### config.mk
export PLATFORM = sky130hd
export DESIGN_NAME = uart_tx_fifo
export DESIGN_NICKNAME = d
export VERILOG_FILES = /design/src/rtl/uart_tx_fifo.sv
export SDC_FILE = /design/constraint.sdc
export NUM_CORES = 1
export LEC_CHECK = 0
export CAP_MARGIN = 30
export CORE_MARGIN = 4
export CORE_UTILIZATION = 60
export DETAILED_ROUTE_END_ITERATION = 8
export DONT_BUFFER_PORTS = 1
export GPL_TIMING_DRIVEN = 1
export PLACE_DENSITY = 0.85
export SLEW_MARGIN = 20
export SYNTH_ARGS = -nofsm -noshare
export SYNTH_HDL_FRONTEND = slang
export SYNTH_SLANG_ARGS = --single-unit
### constraint.sdc
create_clock -name clk -period 2.9 [get_ports clk]
set_clock_uncertainty 0.2 [all_clocks]
set_input_delay 0.58 -clock clk [delete_from_list [all_inputs] [get_ports clk]]
set_output_delay 0.58 -clock clk [all_outputs]
set_load 0.05 [all_outputs]
### src/rtl/uart_tx_fifo.sv
// UART transmitter with an internal transmit FIFO.
// The producer handshakes words into a circular buffer with tx_rdy/tx_ack.
// A framing FSM pops one word per frame and shifts it out LSB first.
// Each frame is: start bit, data bits, optional parity bit, then stop bits.
// A word waiting at the end of a stop bit starts the next frame immediately.
module uart_tx_fifo #(
    parameter int    DATA_BITS    = 8,
    parameter string PARITY       = "NONE",
    parameter int    STOP_BIT     = 1,
    parameter int    CLKS_PER_BIT = 1,
    parameter int    FIFO_DEPTH   = 4
) (
    input  logic                         clk,
    input  logic                         rst,
    input  logic [DATA_BITS-1:0]         tx_data,
    input  logic                         tx_rdy,
    output logic                         tx_ack,
    output logic                         tx,
    output logic                         busy,
    output logic                         full,
    output logic [$clog2(FIFO_DEPTH):0]  fifo_level
);

    localparam int PTR_W  = $clog2(FIFO_DEPTH);
    localparam int LVL_W  = PTR_W + 1;
    localparam int BAUD_W = (CLKS_PER_BIT > 1) ? $clog2(CLKS_PER_BIT) : 1;
    localparam int BIT_W  = $clog2(DATA_BITS);

    localparam bit HAS_PARITY = (PARITY != "NONE");
    localparam bit ODD_PARITY = (PARITY == "ODD");

    localparam logic [BAUD_W-1:0] BAUD_LAST = BAUD_W'(CLKS_PER_BIT - 1);
    localparam logic [BIT_W-1:0]  DATA_LAST = BIT_W'(DATA_BITS - 1);
    localparam logic [BIT_W-1:0]  STOP_LAST = BIT_W'(STOP_BIT - 1);
    localparam logic [LVL_W-1:0]  DEPTH     = LVL_W'(FIFO_DEPTH);

    typedef enum logic [2:0] {
        IDLE,
        START,
        DATA,
        PARITY_BIT,
        STOP
    } state_t;

    logic [DATA_BITS-1:0] mem [FIFO_DEPTH];
    logic [PTR_W-1:0]     wr_ptr;
    logic [PTR_W-1:0]     rd_ptr;

    state_t               state;
    logic [BAUD_W-1:0]    baud_cnt;
    logic [BIT_W-1:0]     bit_cnt;
    logic [DATA_BITS-1:0] shift;
    logic                 par_bit;

    logic accept;
    logic pop;
    logic baud_last;
    logic stop_done;

    // A word is taken only when the previous ack has already been seen,
    // which spaces writes from a producer that holds tx_rdy high.
    assign full      = (fifo_level == DEPTH);
    assign accept    = tx_rdy && !tx_ack && !full;
    assign baud_last = (baud_cnt == BAUD_LAST);
    assign stop_done = (state == STOP) && baud_last && (bit_cnt == STOP_LAST);
    assign pop       = (fifo_level != '0) && ((state == IDLE) || stop_done);

    // FIFO storage; stale entries are harmless because the pointers gate them
    always_ff @(posedge clk) begin
        if (accept) begin
            mem[wr_ptr] <= tx_data;
        end
    end

    // FIFO pointers, occupancy and the one-cycle write acknowledge
    always_ff @(posedge clk or posedge rst) begin
        if (rst) begin
            wr_ptr     <= '0;
            rd_ptr     <= '0;
            fifo_level <= '0;
            tx_ack     <= 1'b0;
        end else begin
            tx_ack <= accept;
            if (accept) begin
                wr_ptr <= wr_ptr + 1'b1;
            end
            if (pop) begin
                rd_ptr <= rd_ptr + 1'b1;
            end
            case ({accept, pop})
                2'b10:   fifo_level <= fifo_level + 1'b1;
                2'b01:   fifo_level <= fifo_level - 1'b1;
                default: fifo_level <= fifo_level;
            endcase
        end
    end

    // Capture the head word and its parity at pop, then shift it out LSB first
    always_ff @(posedge clk) begin
        if (pop) begin
            shift   <= mem[rd_ptr];
            par_bit <= (^mem[rd_ptr]) ^ ODD_PARITY;
        end else if ((state == DATA) && baud_last && (bit_cnt != DATA_LAST)) begin
            shift <= shift >> 1;
        end
    end

    // Framing FSM; tx and busy are registered so the line never glitches
    always_ff @(posedge clk or posedge rst) begin
        if (rst) begin
            state    <= IDLE;
            tx       <= 1'b1;
            busy     <= 1'b0;
            baud_cnt <= '0;
            bit_cnt  <= '0;
        end else begin
            case (state)
                IDLE: begin
                    tx       <= 1'b1;
                    busy     <= 1'b0;
                    baud_cnt <= '0;
                    bit_cnt  <= '0;
                    if (pop) begin
                        state <= START;
                        tx    <= 1'b0;
                        busy  <= 1'b1;
                    end
                end

                START: begin
                    if (baud_last) begin
                        baud_cnt <= '0;
                        bit_cnt  <= '0;
                        state    <= DATA;
                        tx       <= shift[0];
                    end else begin
                        baud_cnt <= baud_cnt + 1'b1;
                    end
                end

                DATA: begin
                    if (baud_last) begin
                        baud_cnt <= '0;
                        if (bit_cnt == DATA_LAST) begin
                            bit_cnt <= '0;
                            if (HAS_PARITY) begin
                                state <= PARITY_BIT;
                                tx    <= par_bit;
                            end else begin
                                state <= STOP;
                                tx    <= 1'b1;
                            end
                        end else begin
                            bit_cnt <= bit_cnt + 1'b1;
                            tx      <= shift[1];
                        end
                    end else begin
                        baud_cnt <= baud_cnt + 1'b1;
                    end
                end

                PARITY_BIT: begin
                    if (baud_last) begin
                        baud_cnt <= '0;
                        bit_cnt  <= '0;
                        state    <= STOP;
                        tx       <= 1'b1;
                    end else begin
                        baud_cnt <= baud_cnt + 1'b1;
                    end
                end

                STOP: begin
                    if (baud_last) begin
                        baud_cnt <= '0;
                        if (bit_cnt == STOP_LAST) begin
                            bit_cnt <= '0;
                            if (pop) begin
                                state <= START;
                                tx    <= 1'b0;
                            end else begin
                                state <= IDLE;
                                tx    <= 1'b1;
                                busy  <= 1'b0;
                            end
                        end else begin
                            bit_cnt <= bit_cnt + 1'b1;
                        end
                    end else begin
                        baud_cnt <= baud_cnt + 1'b1;
                    end
                end

                default: begin
                    state    <= IDLE;
                    tx       <= 1'b1;
                    busy     <= 1'b0;
                    baud_cnt <= '0;
                    bit_cnt  <= '0;
                end
            endcase
        end
    end

endmodule

# Yosys cells after proc, flatten, opt, wreduce, memory -nomap -nowiden
# Memory sizes are Yosys's and may differ from the RTL's.
# Index checks and enable logic that the tools add are counted.
# classes
reduce_logical	22
shifts	0
n_eq_ne	18
n_addsub	6
bitwise_logic	2
mux	35
order_cmp	0
n_mul	0
div	0
# op_table
op	n
$mux 3	12
$mux 1	16
$mux 8	2
$pmux 3 s5	1
$ne 2x2->1 const B	7
$eq 3x3->1 const B	3
$pmux 3 s3	1
$logic_and 1x1->1	7
$reduce_and 7->1	1
$add 3x1->3 const B	2
$eq 3x2->1 const B	2
$logic_not 3->1	2
$pmux 3 s2	1
$pmux 1 s5	1
$reduce_and 5->1	1
$add 2x1->2 const B	2
$ne 2x1->1 const B	2
$reduce_and 4->1	1
$reduce_bool 2->1	2
$reduce_or 4->1	1
$eq 3x1->1 const B	1
$ne 3x3->1 const B	1
$pmux 1 s3	1
$reduce_and 3->1	1
10 further kinds	12
# word_totals
latch_bits	0
rom_bits	0
wordCells	94
ramBits	32
input_bits	11
output_inout_bits	7
memories	1
regBits	25
# mem_list
memory	depth	width	rd	rd_clocked_by_memory_dff	wr	line	text
mem	4	8	1	0	1	45	logic [DATA_BITS-1:0] mem [FIFO_DEPTH];

# Logic depth before layout (Yosys ltp)
# Gate-level depths: netlist of run 1.
# logic_depth
depth_word	9
depth_mapped	10
ltp_nobuf	10

# Least setup slack after synthesis of run 1
# No wires, ideal clock.
# synth_timing
path_type	register to register
startpoint	reg fifo_level[0]
endpoint	reg fifo_level[2]
period_less_slack_ns	2.723
setup_time_ns	0.082
t_arrival_ns	2.441
t_required_ns	2.618
path_slack_ns	0.177
path_stages_with_launch	11
cell_sequence	dfrtp_1 -> inv_1 -> and3_1 -> nor3b_4 -> inv_1 -> ha_1 -> inv_1 -> fa_1 -> xor2_1 -> nor2_1 -> xor2_1
# synth_between
elab_chain_cells	5
elab_cells_between_ends	11
cone_classes	add/sub: 2; eq/ne: 3; mux: 1; reduce/logical: 5
# synth_lines
element	line	text
from (decl)	21	output logic [$clog2(FIFO_DEPTH):0] fifo_level
from (signal assigned)	91	2'b10: fifo_level <= fifo_level + 1'b1;
from (signal assigned)	92	2'b01: fifo_level <= fifo_level - 1'b1;
from (signal assigned)	93	default: fifo_level <= fifo_level;
$eq 3x3->1 *	62	assign full = (fifo_level == DEPTH);
net full	20	output logic full,
$logic_not 1->1 *	63	assign accept = tx_rdy && !tx_ack && !full;
$logic_and 1x1->1 *	63	
net accept	55	logic accept;
$eq 2x1->1 / $eq 2x2->1 (equally long branches)	90	case ({accept, pop})
$pmux 3 s2 / $reduce_bool 2->1 (equally long branches)	--	
# Mark *: on every way through the listed nets, which the timed path passes. The rest lies on a longest branch.
# A chain may end at the register's enable or synchronous reset.

# Final worst setup path of run 1
# layout_timing
startpoint	reg bit_cnt[0]
endpoint	reg fifo_level[2]
# layout_between
elab_chain_cells	6
elab_cells_between_ends	8
cone_classes	eq/ne: 2; mux: 1; reduce/logical: 5
# layout_lines
element	line	text
from (decl)	51	logic [BIT_W-1:0] bit_cnt;
from (signal assigned)	154	bit_cnt <= bit_cnt + 1'b1;
from (signal assigned)	187	bit_cnt <= bit_cnt + 1'b1;
$logic_not 3->1 *	65	assign stop_done = (state == STOP) && baud_last && (bit_cnt == STOP_LAST);
$logic_and 1x1->1 *	65	
$logic_or 1x1->1 *	66	assign pop = (fifo_level != '0) && ((state == IDLE) || stop_done);
$logic_and 1x1->1 *	66	
$eq 2x1->1 / $eq 2x2->1 (equally long branches)	90	
$pmux 3 s2 / $reduce_bool 2->1 (equally long branches)	--	
# Mark *: on every way between the ends. The rest lies on a longest branch, timed or not.

==> summary.md, run 1 <==
| Metric | Value |
|---|---|
| Max-Cap Viols | 0 |
| First-pass GRT wire length | 6070 um |
| Worst VDD drop | 0.664 mV |
| Die width | 71.7 um |
| Synth area leaders | edfxtp_1 (49%), dfrtp_1 (15%), mux4_2 (7.4%) |
| Gr ovfl total | 0 |
| DR vias | 1130 |
| Critical path buffers and inverters | 2 |
| Slew headroom | 49.9% |
| Netlist cell types | 37 |
| Gpl congestion | 0.726 |
| Mapped Avg Cell Area | 16.9 um2 |
| Kind of cell adding the most delay to the critical path | adder cells |
| CTS resizes | 0 |
| #FFs+latches synth | 56 |
| Antenna violations before repair | 0 |
| Total chip power | 3040 uW |
| Cell count after synthesis | 144 |
| Tmin final | 2.55 ns |
| Run status | complete, no violations |
| Ports | 18 |
| Worst setup EP type | register |
| FF-to-FF path depth | 10 |
| EDFF count, synth | 40 |
| Crit-path cells | inv_1 > ha_1 > nand2b_1 > a211oi_1 > ha_1 > inv_1 > fa_1 > xor2_1 > nor2_1 > xor2_1 |
| ANT cells | 0 |
| H-tree depth | 2 |
| Required time worst endpoint | 2.93 ns |
| CP max stage delay | 0.40 ns |
| Main flop type after synthesis | edfxtp_1 |
| Syn Nets | 164 |
| Share of layout cells above drive strength 1 | 22.7% |
| Clock buffer count from CTS | 5 |
| Seq/Total Area, Yosys | 65.8% |
| Fill count | 244 |
| Post-synth top area cell | edfxtp_1 |
| Layout area overhead | 6.47% |
| Most common cell in the netlist | edfxtp_1 |
| Number of placement rows | 22 |
| Nets | 169 |
| CP arrival | 2.58 ns |
| Post-synth design cell area | 0.00244 mm2 |
| Starting density of the core | 64.2% |
| Crit Path Class | reg -> reg |
| Hpwl dp | 2500 um |
| CP Depth | 10 |
| Fmax | 392 MHz |
| Max Root-Sink Buffers | 2 |
| Leakage | 0.000989 uW |
| Slew Viols, Final | 0 |
| Total wire length | 3550 um |
| Synthesis warning total | 0 |
| All-Layer GR Usage | 15.9% |
| Final worst path period share | 87.9% |
| Clock Tree Root | clkbuf_8 |
| Largest net degree at the start of global routing | 18 |
| Final setup violation count | 0 |
| Clk sinks | 56 |
| DIE AREA | 0.00515 mm2 |
| Top cell type's share of synthesized area | 49.3% |
| Startpoint types | register |
| Wire length per cell | 17.9 um |
| Post-DRT Antenna Nets | 0 |
| Vias in the first global route | 1209 |
| Post-route DRC | 0 |
| Clock Pin Slew Worst Setup and Hold Paths | 0.10 ns |
| Setup TNS | 0 ns |
| Die Height | 71.7 um |
| Internal reg-to-reg setup slack | 0.35 ns |
| IO buf count | 0 |
| Vias/cell | 5.71 |
| Asr flop ratio synth | 28.6% |
| Hold Vio Cnt, Final | 0 |
| Clock Latency Late Sink | 0.31 ns |
| Synth top cells by count | edfxtp_1 (40), dfrtp_1 (15), inv_1 (10), ha_1 (8), mux4_2 (8) |
| Worst Max-Slew Pin Slew | 0.749 ns |
| Pre-antenna DRT Iters | 4 |
| Critical-path top delay cell | a211oi_1 |
| Hold Crit Class | in -> async |
| Critical Path Fanout Max | 5 |
| Power density over the cells | 1170 mW/mm2 |
| RSZ-0062 raised after global routing | no |
| Post-CTS Setup Repair Bufs | 0 |
| DRT iter0 DRCs | 114 |
| Cts hold-fix bufs | 0 |
| CTS tree | yes |
| Core area | 0.00380 mm2 |
## flip-flops by register name (all words and copies together), names as in the netlist
name        flops
tx              1
tx_ack          1
fifo_level      3
mem            32
wr_ptr          2
bit_cnt         3
shift           8
rd_ptr          2
state           3
busy            1
## metrics by stage
| stage | setup WS (ns) | utilization (%) | std cells | area (um2) | hold WS, ns |
|---|---|---|---|---|---|
| floorplan | 0.177 | - | 144 | 2440 | 0.293 |
| global placement | 0.538 | 65.4 | 190 | 2480 | 0.323 |
| detailed placement | 0.367 | 65.4 | 190 | 2480 | 0.339 |
| CTS | 0.350 | 68.3 | 198 | 2590 | 0.0494 |
| global route | 0.200 | 68.3 | 198 | 2590 | 0.0839 |
| finish | 0.351 | 68.3 | 198 | 2590 | 0.0269 |
## layer usage
metal	GRT usage (%)	vias to the layer above	part of all wire, %
met4	6.26	0	1.6
met1	20.5	573	44
li1	-	530	-
met3	4.77	6	3.0
met5	0	-	0
met2	25.4	21	51
## path summary, 6_finish.rpt
check,start,end
setup / recovery,bit_cnt[0],fifo_level[2]
hold / removal,rst,fifo_level[2]
setup reg to reg,bit_cnt[0],fifo_level[2]
hold reg to reg,shift[2],shift[1]
max in group asynchronous,rst,rd_ptr[1]
min in group clk,tx_data[5],mem[3][5]
## power by group
part	internal [uW]	switching, uW
Sequential	1160	263
Clock	256	247
Combinational	547	562
Total	1970	1070
## layout by cell type (no fill, tap or decap), types with 2 or more instances in the layout
cell type	instances
dfrtp_1	15
edfxtp_1	40
and2_1	7
o22ai_1	2
mux2i_1	2
mux2_4	6
xnor2_1	2
clkbuf_8	5
mux4_2	8
ha_1	8
inv_1	10
buf_4	5
nand2_1	2
nand2b_1	4
a21oi_1	4
xor2_1	3
nor2_1	6
## worst reg2reg max path, stage by stage, from the launching register on
cell	delay [ns]
dfrtp_1	0.39
inv_1	0.07
ha_1	0.14
nand2b_1	0.16
a211oi_1	0.40
ha_1	0.25
inv_1	0.06
fa_1	0.37
xor2_1	0.15
nor2_1	0.11
xor2_1	0.17
## final cells by class
type | count | area, um2 | area share [%]
Clock buffer | 5 | 68.8 | 2.65
Clock inverter | 3 | 42.5 | 1.64
Inverter | 10 | 37.5 | 1.45
Multi-Input combinational cell | 71 | 746 | 28.7
Sequential cell | 56 | 1600 | 61.8
Tap cell | 48 | 60.1 | 2.31
Timing Repair Buffer | 5 | 37.5 | 1.45
## cell families after synthesis
kind of cell | share of synthesized area [%]
fa+ha+maj | 5.34
mux | 12.8
compound gates | 3.39
xor+xnor | 2.46
simple gates | 6.57
buf+inv | 3.64
flops | 65.8
(Power assumes the default switching activity.)
==> run 2: changes to the inputs <==
Settings changed: CORE_UTILIZATION 60 to 56, MAX_ROUTING_LAYER set to met4, PLACE_DENSITY 0.85 to 0.8, TNS_END_PERCENT set to 1.
==> run 2 against run 1 <==
Global-route usage rose by 0.087 points. Count of clock-buffer cells in the layout rose by 1. Cell count rose by 1.0%. Critical path depth fell by 2. Die area rose by 6.3%. Core utilization fell by 5.7 points. Sequential cell count did not move. Highest routed layer unchanged.
==> summary.md, run 2 (same netlist as run 1, synthesis figures left out) <==
| Metric | Value |
|---|---|
| FF-to-FF path depth | 8 (-2) |
| Layout area overhead | 5.65% |
| CTS resizes | 0 (unchanged) |
| All-Layer GR Usage | 16.0% (+0.087 points) |
| Leakage | 0.000976 uW (-1.3%) |
| Tmin final | 2.44 ns (-0.109 ns) |
| Startpoint types | register |
| Wire length per cell | 18.2 um (+1.6%) |
| Post-DRT Antenna Nets | 0 (unchanged) |
| Commonest non-fill, non-tap cells in the layout | edfxtp_1 (40), dfrtp_1 (15), inv_1 (10) |
| ANT cells | 0 (unchanged) |
| Routed wl met3 | 142 um (+33%) |
| Crit Path Class | reg -> reg |
| Top Registers | mem (32), shift (8) |
| Core area | 0.00412 mm2 (+8.3%) |
| Largest register FFs | 32 (unchanged) |
| Pre-antenna DRT Iters | 4 (unchanged) |
| Gr ovfl total | 0 (unchanged) |
| Gpl congestion | 0.787 (+8.3%) |
| Clock buffer count from CTS | 5 (unchanged) |
| CP arrival | 2.47 ns (-0.11 ns) |
| Run status | complete, no violations |
| Metal2 WL | 1860 um (+3.1%) |
| Worst setup EP type | register |
| Antenna violations before repair | 0 (unchanged) |
| Power density over the cells | 1150 mW/mm2 (-2.0%) |
| Share of layout cells above drive strength 1 | 22.0% (-0.67 points) |
| Total wire length | 3640 um (+2.6%) |
| DRT iter0 DRCs | 29 (-75%) |
| Clock Pin Slew Worst Setup and Hold Paths | 0.09 ns (about the same) |
| Largest net degree at the start of global routing | 18 (unchanged) |
| Hpwl dp | 2630 um (+5.0%) |
| Starting density of the core | 59.2% (-4.9 points) |
| Leading cell type in the layout, fill and taps excluded | edfxtp_1 |
| Wire length on met1 | 1580 um (+0.13%) |
| Setup TNS | 0 ns (unchanged) |
| Final setup violation count | 0 (unchanged) |
| DIE AREA | 0.00547 mm2 (+6.3%) |
| DR top layer | met4 |
| Vias/cell | 5.73 (+0.31%) |
| Post-route DRC | 0 (unchanged) |
| Fmax | 410 MHz (+4.5%) |
| Critical Path Fanout Max | 8 (+3) |
| CTS tree | yes |
| Clock Latency Late Sink | 0.30 ns (about the same) |
| DR vias | 1145 (+1.3%) |
| Max-Cap Viols | 0 (unchanged) |
| Placed insts | 192 (+1.1%) |
| Clk sinks | 56 (unchanged) |
| Max Root-Sink Buffers | 2 (unchanged) |
| Finished Layout Cells | 200 (+1.0%) |
| Slew headroom | 50.4% (+0.52 points) |
| Worst Max-Slew Pin Slew | 0.741 ns (-0.00777 ns) |
| H-tree depth | 2 (unchanged) |
| Die width | 74.0 um (+3.1%) |
| Ports | 18 (unchanged) |
| IO buf count | 0 (unchanged) |
| Cts hold-fix bufs | 0 (unchanged) |
| Vias in the first global route | 1240 (+2.6%) |
| Final worst path period share | 84.2% (-3.8 points) |
| Post-CTS Setup Repair Bufs | 0 (unchanged) |
| RSZ-0062 raised after global routing | no |
| First-pass GRT wire length | 6050 um (-0.23%) |
| Clock Tree Root | clkbuf_8 |
| Hold Vio Cnt, Final | 0 (unchanged) |
| Slew Viols, Final | 0 (unchanged) |
| Top reg by flops | mem |
| Fill count | 301 (+23%) |
| Nets | 169 (unchanged) |
| Number of placement rows | 23 (+4.5%) |
| Required time worst endpoint | 2.93 ns (about the same) |
| Worst VDD drop | 0.566 mV (-15%) |
| Hold Crit Class | in -> async |
| Die Height | 74.0 um (+3.1%) |
[run 2: worst paths after layout]
| check | start | endpoint | slack (ns) |
|---|---|---|---|
| setup / recovery | state[1] | fifo_level[2] | 0.46 |
| setup reg to reg | state[1] | fifo_level[2] | 0.46 |
| max in group asynchronous | rst | bit_cnt[2] | 2.08 |
| hold reg to reg | shift[7] | shift[6] | 0.35 |
| min in group clk | tx_data[6] | mem[2][6] | 0.16 |
| hold / removal | rst | wr_ptr[1] | 0.03 |
[run 2: where the power goes]
group | switching, uW | internal (uW) | total [uW]
registers | 267 | 1160 | 1430
clock network | 241 | 172 | 413
logic | 564 | 547 | 1110
[run 2: per-stage QoR]
| step | utilization (%) | instance area, um2 | setup slack (ns) | total power [uW] | hold WS [ns] |
|---|---|---|---|---|---|
| finish | 62.6 | 2570 | 0.460 | 2950 | 0.0277 |
| global route | 62.6 | 2570 | 0.316 | 3140 | 0.0700 |
| CTS | 62.6 | 2570 | 0.432 | 2980 | 0.0482 |
| detailed placement | 60.4 | 2490 | 0.459 | 2570 | 0.341 |
| global placement | 60.4 | 2490 | 0.541 | 2480 | 0.327 |
| floorplan | - | 2440 | 0.177 | 2350 | 0.293 |
[run 2: worst max-delay path, cell delays in order, from the launching register on]
cell and delay, ns:
dfrtp_1 0.48, or2_1 0.36, a211oi_1 0.26, ha_1 0.24, inv_1 0.06, fa_1 0.37
xor2_1 0.15, nor2_1 0.11, xor2_1 0.15
[run 2: area by class of cell]
class	count	area, um2	share of cell area [%]
clock buffer	6	72.6	2.82
multi-input combinational	71	746	29.0
tap	50	62.6	2.43
sequential	56	1600	62.2
clock inverter	2	16.3	0.632
inverter	10	37.5	1.46
timing repair buffer	5	37.5	1.46
[run 2: layer usage]
metal | track usage (%) | up-vias
met5 | - | -
met4 | 6.44 | 0
met3 | 3.65 | 8
met2 | 25.7 | 22
met1 | 19.7 | 583
li1 | - | 532
